===== config.mk =====
export PLATFORM = sky130hd
export DESIGN_NAME = timer_irq_ctrl
export DESIGN_NICKNAME = d
export VERILOG_FILES = /design/src/rtl/timer_irq_ctrl.sv
export SDC_FILE = /design/constraint.sdc
export NUM_CORES = 1
export LEC_CHECK = 0
export CAP_MARGIN = 20
export CORE_MARGIN = 5
export CORE_UTILIZATION = 47
export DETAILED_ROUTE_END_ITERATION = 8
export HOLD_SLACK_MARGIN = 0.02
export PLACE_DENSITY = 0.78
export REMOVE_ABC_BUFFERS = 1
export SYNTH_ARGS = -nofsm -noshare
export SYNTH_HDL_FRONTEND = slang
export SYNTH_SLANG_ARGS = --single-unit

===== constraint.sdc =====
create_clock -name clock_in -period 2.3 [get_ports clock_in]
set_clock_uncertainty 0.2 [all_clocks]
set_input_delay 0.575 -clock clock_in [delete_from_list [all_inputs] [get_ports clock_in]]
set_output_delay 0.575 -clock clock_in [all_outputs]
set_load 0.1 [all_outputs]

===== src/rtl/timer_irq_ctrl.sv =====
// Periodic driver and interrupt collector for a one-shot timer: start pulses out, level IRQ to the host.
// Optional watchdog against a silent timer is compiled in with `define TIMER_IRQ_WATCHDOG_EN.
module timer_irq_ctrl #(
  parameter int TICK_WIDTH     = 16,
  parameter int OVR_WIDTH      = 8,
  parameter int WDOG_WIDTH     = 14,
  parameter int TIMEOUT_CYCLES = 10000
) (
  input  logic                  clock_in,
  input  logic                  reset_in,
  input  logic                  enable_in,
  output logic                  timer_start_out,
  input  logic                  timer_int_in,
  input  logic                  ack_in,
  output logic                  irq_out,
  output logic                  busy_out,
  output logic [TICK_WIDTH-1:0] tick_count_out,
  output logic [OVR_WIDTH-1:0]  overrun_count_out,
  output logic                  timeout_out
);

  typedef enum logic [1:0] {ST_IDLE, ST_ARM, ST_WAIT} state_t;

  // The watchdog count must be able to hold the timeout value.
  if (TIMEOUT_CYCLES < 1 || TIMEOUT_CYCLES >= (1 << WDOG_WIDTH)) begin : g_bad_cfg
    $error("timer_irq_ctrl: TIMEOUT_CYCLES does not fit in WDOG_WIDTH");
  end

  state_t state;
  logic   pending;
  logic   tick;
  logic   wdog_expire;

  // Interrupt pulses outside WAIT are stray and ignored.
  assign tick = (state == ST_WAIT) && timer_int_in;

`ifdef TIMER_IRQ_WATCHDOG_EN
  localparam logic [WDOG_WIDTH-1:0] WDOG_LAST = WDOG_WIDTH'(TIMEOUT_CYCLES - 1);

  logic [WDOG_WIDTH-1:0] wdog_cnt;
  logic                  timeout_q;

  // A tick in the expiry cycle wins, so the timeout needs the interrupt absent.
  assign wdog_expire = (state == ST_WAIT) && !timer_int_in && (wdog_cnt == WDOG_LAST);

  always_ff @(posedge clock_in or posedge reset_in) begin
    if (reset_in) begin
      wdog_cnt  <= '0;
      timeout_q <= 1'b0;
    end else begin
      if (state == ST_ARM)
        wdog_cnt <= '0;
      else if (state == ST_WAIT && !timer_int_in)
        wdog_cnt <= wdog_cnt + WDOG_WIDTH'(1);
      if (wdog_expire)
        timeout_q <= 1'b1;
    end
  end

  assign timeout_out = timeout_q;
`else
  assign wdog_expire = 1'b0;
  assign timeout_out = 1'b0;
`endif

  // NOTE: all state below is updated with non-blocking assignments so every
  // register samples the pre-edge values, independent of statement order.
  always_ff @(posedge clock_in or posedge reset_in) begin
    if (reset_in) begin
      state             <= ST_IDLE;
      pending           <= 1'b0;
      tick_count_out    <= '0;
      overrun_count_out <= '0;
    end else begin
      unique case (state)
        ST_IDLE: if (enable_in) state <= ST_ARM;
        ST_ARM:  state <= ST_WAIT;
        ST_WAIT: if (tick || wdog_expire) state <= enable_in ? ST_ARM : ST_IDLE;
        default: state <= ST_IDLE;
      endcase

      if (tick) begin
        tick_count_out <= tick_count_out + TICK_WIDTH'(1);
        // An ack in the same cycle consumes the old interrupt, so nothing is lost.
        if (pending && !ack_in && overrun_count_out != '1)
          overrun_count_out <= overrun_count_out + OVR_WIDTH'(1);
        pending <= 1'b1;
      end else if (ack_in) begin
        pending <= 1'b0;
      end
    end
  end

  assign timer_start_out = (state == ST_ARM);
  assign busy_out        = (state != ST_IDLE);
  assign irq_out         = pending;

endmodule


==> flow_summary.json <==
{
  "fin_area_mm2": 0.00192,
  "p_per_area_mw_per_mm2": 855,
  "grt_max_degree": 28,
  "root_buffer": "clkbuf_4",
  "period_share_pct": 90.6,
  "synth-edff-count": 0,
  "vias": 907,
  "cap_violations": 0,
  "crit_required_ns": 1.52,
  "area_growth_pct": 54.4,
  "diodes": 0,
  "grt_pass1_wl_mm": 4.28,
  "switching_share_pct": 46.5,
  "finalHoldViolCount": 0,
  "io_buffer_count": 31,
  "ir_worst_vdd_uv": 1140,
  "synth_area_mm2": 0.00124,
  "power_frac_seq_pct": 38.8,
  "path_clk_slew_ns": 0.13,
  "layoutNonFillerInstCount": 175,
  "p_clk_share_pct": 12.2,
  "crit_type": "reg2out",
  "postSynthCellCount": 104,
  "clk_latency_ns": 0.32,
  "place_inst": 171,
  "cts_tree": "yes",
  "ctsHtreeMaxLevel": 1,
  "drt_wl_total_mm": 2.44,
  "post_cts_resized": 0,
  "cts_setup_buffers": 0,
  "wire_per_inst_um": 14.0,
  "grt_pass1_vias": 985,
  "p_int_uw": 879,
  "path_buf_inv": 1,
  "cts_hold_buf": 0,
  "met3_usage_pct": 2.94,
  "start_util_pct": 49.8,
  "die_w_um": 61.5,
  "grtUsageTotal_pct": 15.2,
  "drtPass1Iterations": 4,
  "dp_hpwl_mm": 1.98,
  "grtUsageMet2_pct": 28.4,
  "slew_viol_final": 0,
  "drtIter0Drc": 14,
  "drcViolationCount": 0,
  "die-area_mm2": 0.00378,
  "rows": 18,
  "yosysSeqAreaShare_pct": 54.3,
  "clock-sinks": 27,
  "netlist-cell-type-count": 29,
  "die_y_um": 61.5,
  "ioPinCount": 33,
  "ant_nets": 0,
  "ys_seq_elements": 27,
  "grt_antenna_before_repair": 0,
  "numCtsBuffers": 3,
  "crit_family": "flip-flops",
  "crit_slowest_cell": "dfrtp_1",
  "synthArstFlopShare_pct": 100,
  "placed_area_mm2": 0.00190,
  "synth_area_leader_cell": "dfrtp_1",
  "synthTopCellsByArea": "dfrtp_1 (54%), xnor2_1 (12%), nand4_1 (4.0%), nand2_1 (3.3%), nand3_1 (2.8%)",
  "critPathMaxStageDelay_ns": 0.47,
  "cts_max_path_buffers": 2,
  "p_switching_uw": 764,
  "max_freq_mhz": 480,
  "most-common-layout-cells": "dfrtp_1 (27), buf_12 (26), xnor2_1 (17)",
  "drive_gt1_share_pct": 31.0,
  "end_kind": "primary output",
  "hold_class": "reg2reg",
  "grt_most_used_layer": "met2",
  "grt_overflow": 0,
  "power_frac_comb_pct": 49.0,
  "path_cells": "or2_2 -> buf_12",
  "worstPathArrival_ns": 1.31,
  "ys_warn_count": 0,
  "final_common_cell": "dfrtp_1",
  "period_needed_ns": 2.08,
  "final_nets": 153,
  "syn_area_per_cell_um2": 12.0,
  "grt_setup_unrepaired": "no",
  "yosys.area.top_type_share_pct": 54.3,
  "ys.flop_type": "dfrtp_1",
  "core_area_mm2": 0.00250,
  "gp_congestion": 0.759,
  "leakagePower_uw": 0.000880,
  "routed_via_density": 5.18,
  "grt.met1_usage_pct": 17.5,
  "crit_fanout": 6,
  "timing.critical_path.from_type": "flop",
  "setup_violations": 0,
  "status": "completed"
}
## worst paths after layout
path	startpoint	to	slack [ns]	cells past startpoint
setup / recovery	state[1]$_DFFE_PP0P_	busy_out	0.22	2
hold / removal	tick_count_out[15]$_DFFE_PP0P_	tick_count_out[15]$_DFFE_PP0P_	0.35	1
setup reg to reg	overrun_count_out[0]$_DFFE_PP0P_	overrun_count_out[1]$_DFFE_PP0P_	0.38	5
max in group asynchronous	reset_in	tick_count_out[15]$_DFFE_PP0P_	1.26	3
min in group asynchronous	reset_in	tick_count_out[8]$_DFFE_PP0P_	0.38	3
hold reg to reg	tick_count_out[15]$_DFFE_PP0P_	tick_count_out[15]$_DFFE_PP0P_	0.35	1
## cells by family after synthesis
family | after synthesis | synth area share [%]
AND/OR/NAND/NOR | 48 | 24.9
flip-flops | 27 | 54.3
XOR/XNOR | 19 | 13.4
multiplexers | 4 | 3.62
adder cells (fa/ha/maj) | 2 | 2.01
buffers and inverters | 2 | 0.904
other | 1 | 0.301
AO/OA/AOI/OAI | 1 | 0.603
## synth_stat cells (2+ instances only)
| library cell | instances |
|---|---|
| xor2_1 | 2 |
| and4_1 | 2 |
| and2_1 | 2 |
| xnor2_1 | 17 |
| dfrtp_1 | 27 |
| nand2_1 | 11 |
| and3_1 | 3 |
| nand2b_1 | 3 |
| ha_1 | 2 |
| nand3_1 | 7 |
| mux2_1 | 3 |
| nand4_1 | 8 |
## flip-flops by register name, summed over array words and instances, names as in the netlist
name,flops
irq_out,1
overrun_count_out,8
state,2
tick_count_out,16
## power by group through the flow
stage	logic, uW	clock network, uW	registers (uW)
2_1_floorplan	167	0	969
3_3_place_gp	802	0	640
3_5_place_dp	813	0	644
4_1_cts	813	208	637
5_1_grt	838	233	648
6_report	806	200	638
## layer usage
metal | routed length (um) | part of all wire, %
met2 | 1300 | 53
met5 | 0 | 0
met1 | 1010 | 41
met3 | 115 | 4.7
met4 | 19 | 0.78
## area by class of cell
cell class                 count  area (um2)
clock buffer                   4        26.3
fill                         153         578
multi-input combinational     75         558
timing repair buffer          38         621
tap                           30        37.5
inverter                       1        3.75
sequential                    27         676
## worst register-to-register path, delay by kind of cell, from the launching register on
kind,cells,cell delay [ns]
and+or+nand+nor,3,0.60
DFF,1,0.49
muxes,1,0.33
adders and majority gates,1,0.21
## stage by stage
stage / setup TNS [ns] / utilization (%) / hold slack, ns / total power, uW / worst slack [ns]
after CTS: 0 / 76.9 / 0.349 / 1660 / 0.199
after global routing: 0 / 76.9 / 0.373 / 1720 / 0.144
final: 0 / 76.9 / 0.346 / 1640 / 0.217
after global placement: 0 / 75.8 / 0.323 / 1440 / 0.00770
after floorplan: -0.136 / - / 0.293 / 1140 / -0.112
after detailed placement: -0.0400 / 75.8 / 0.324 / 1460 / -0.0312
No activity file was read; power rests on OpenSTA's default activity.
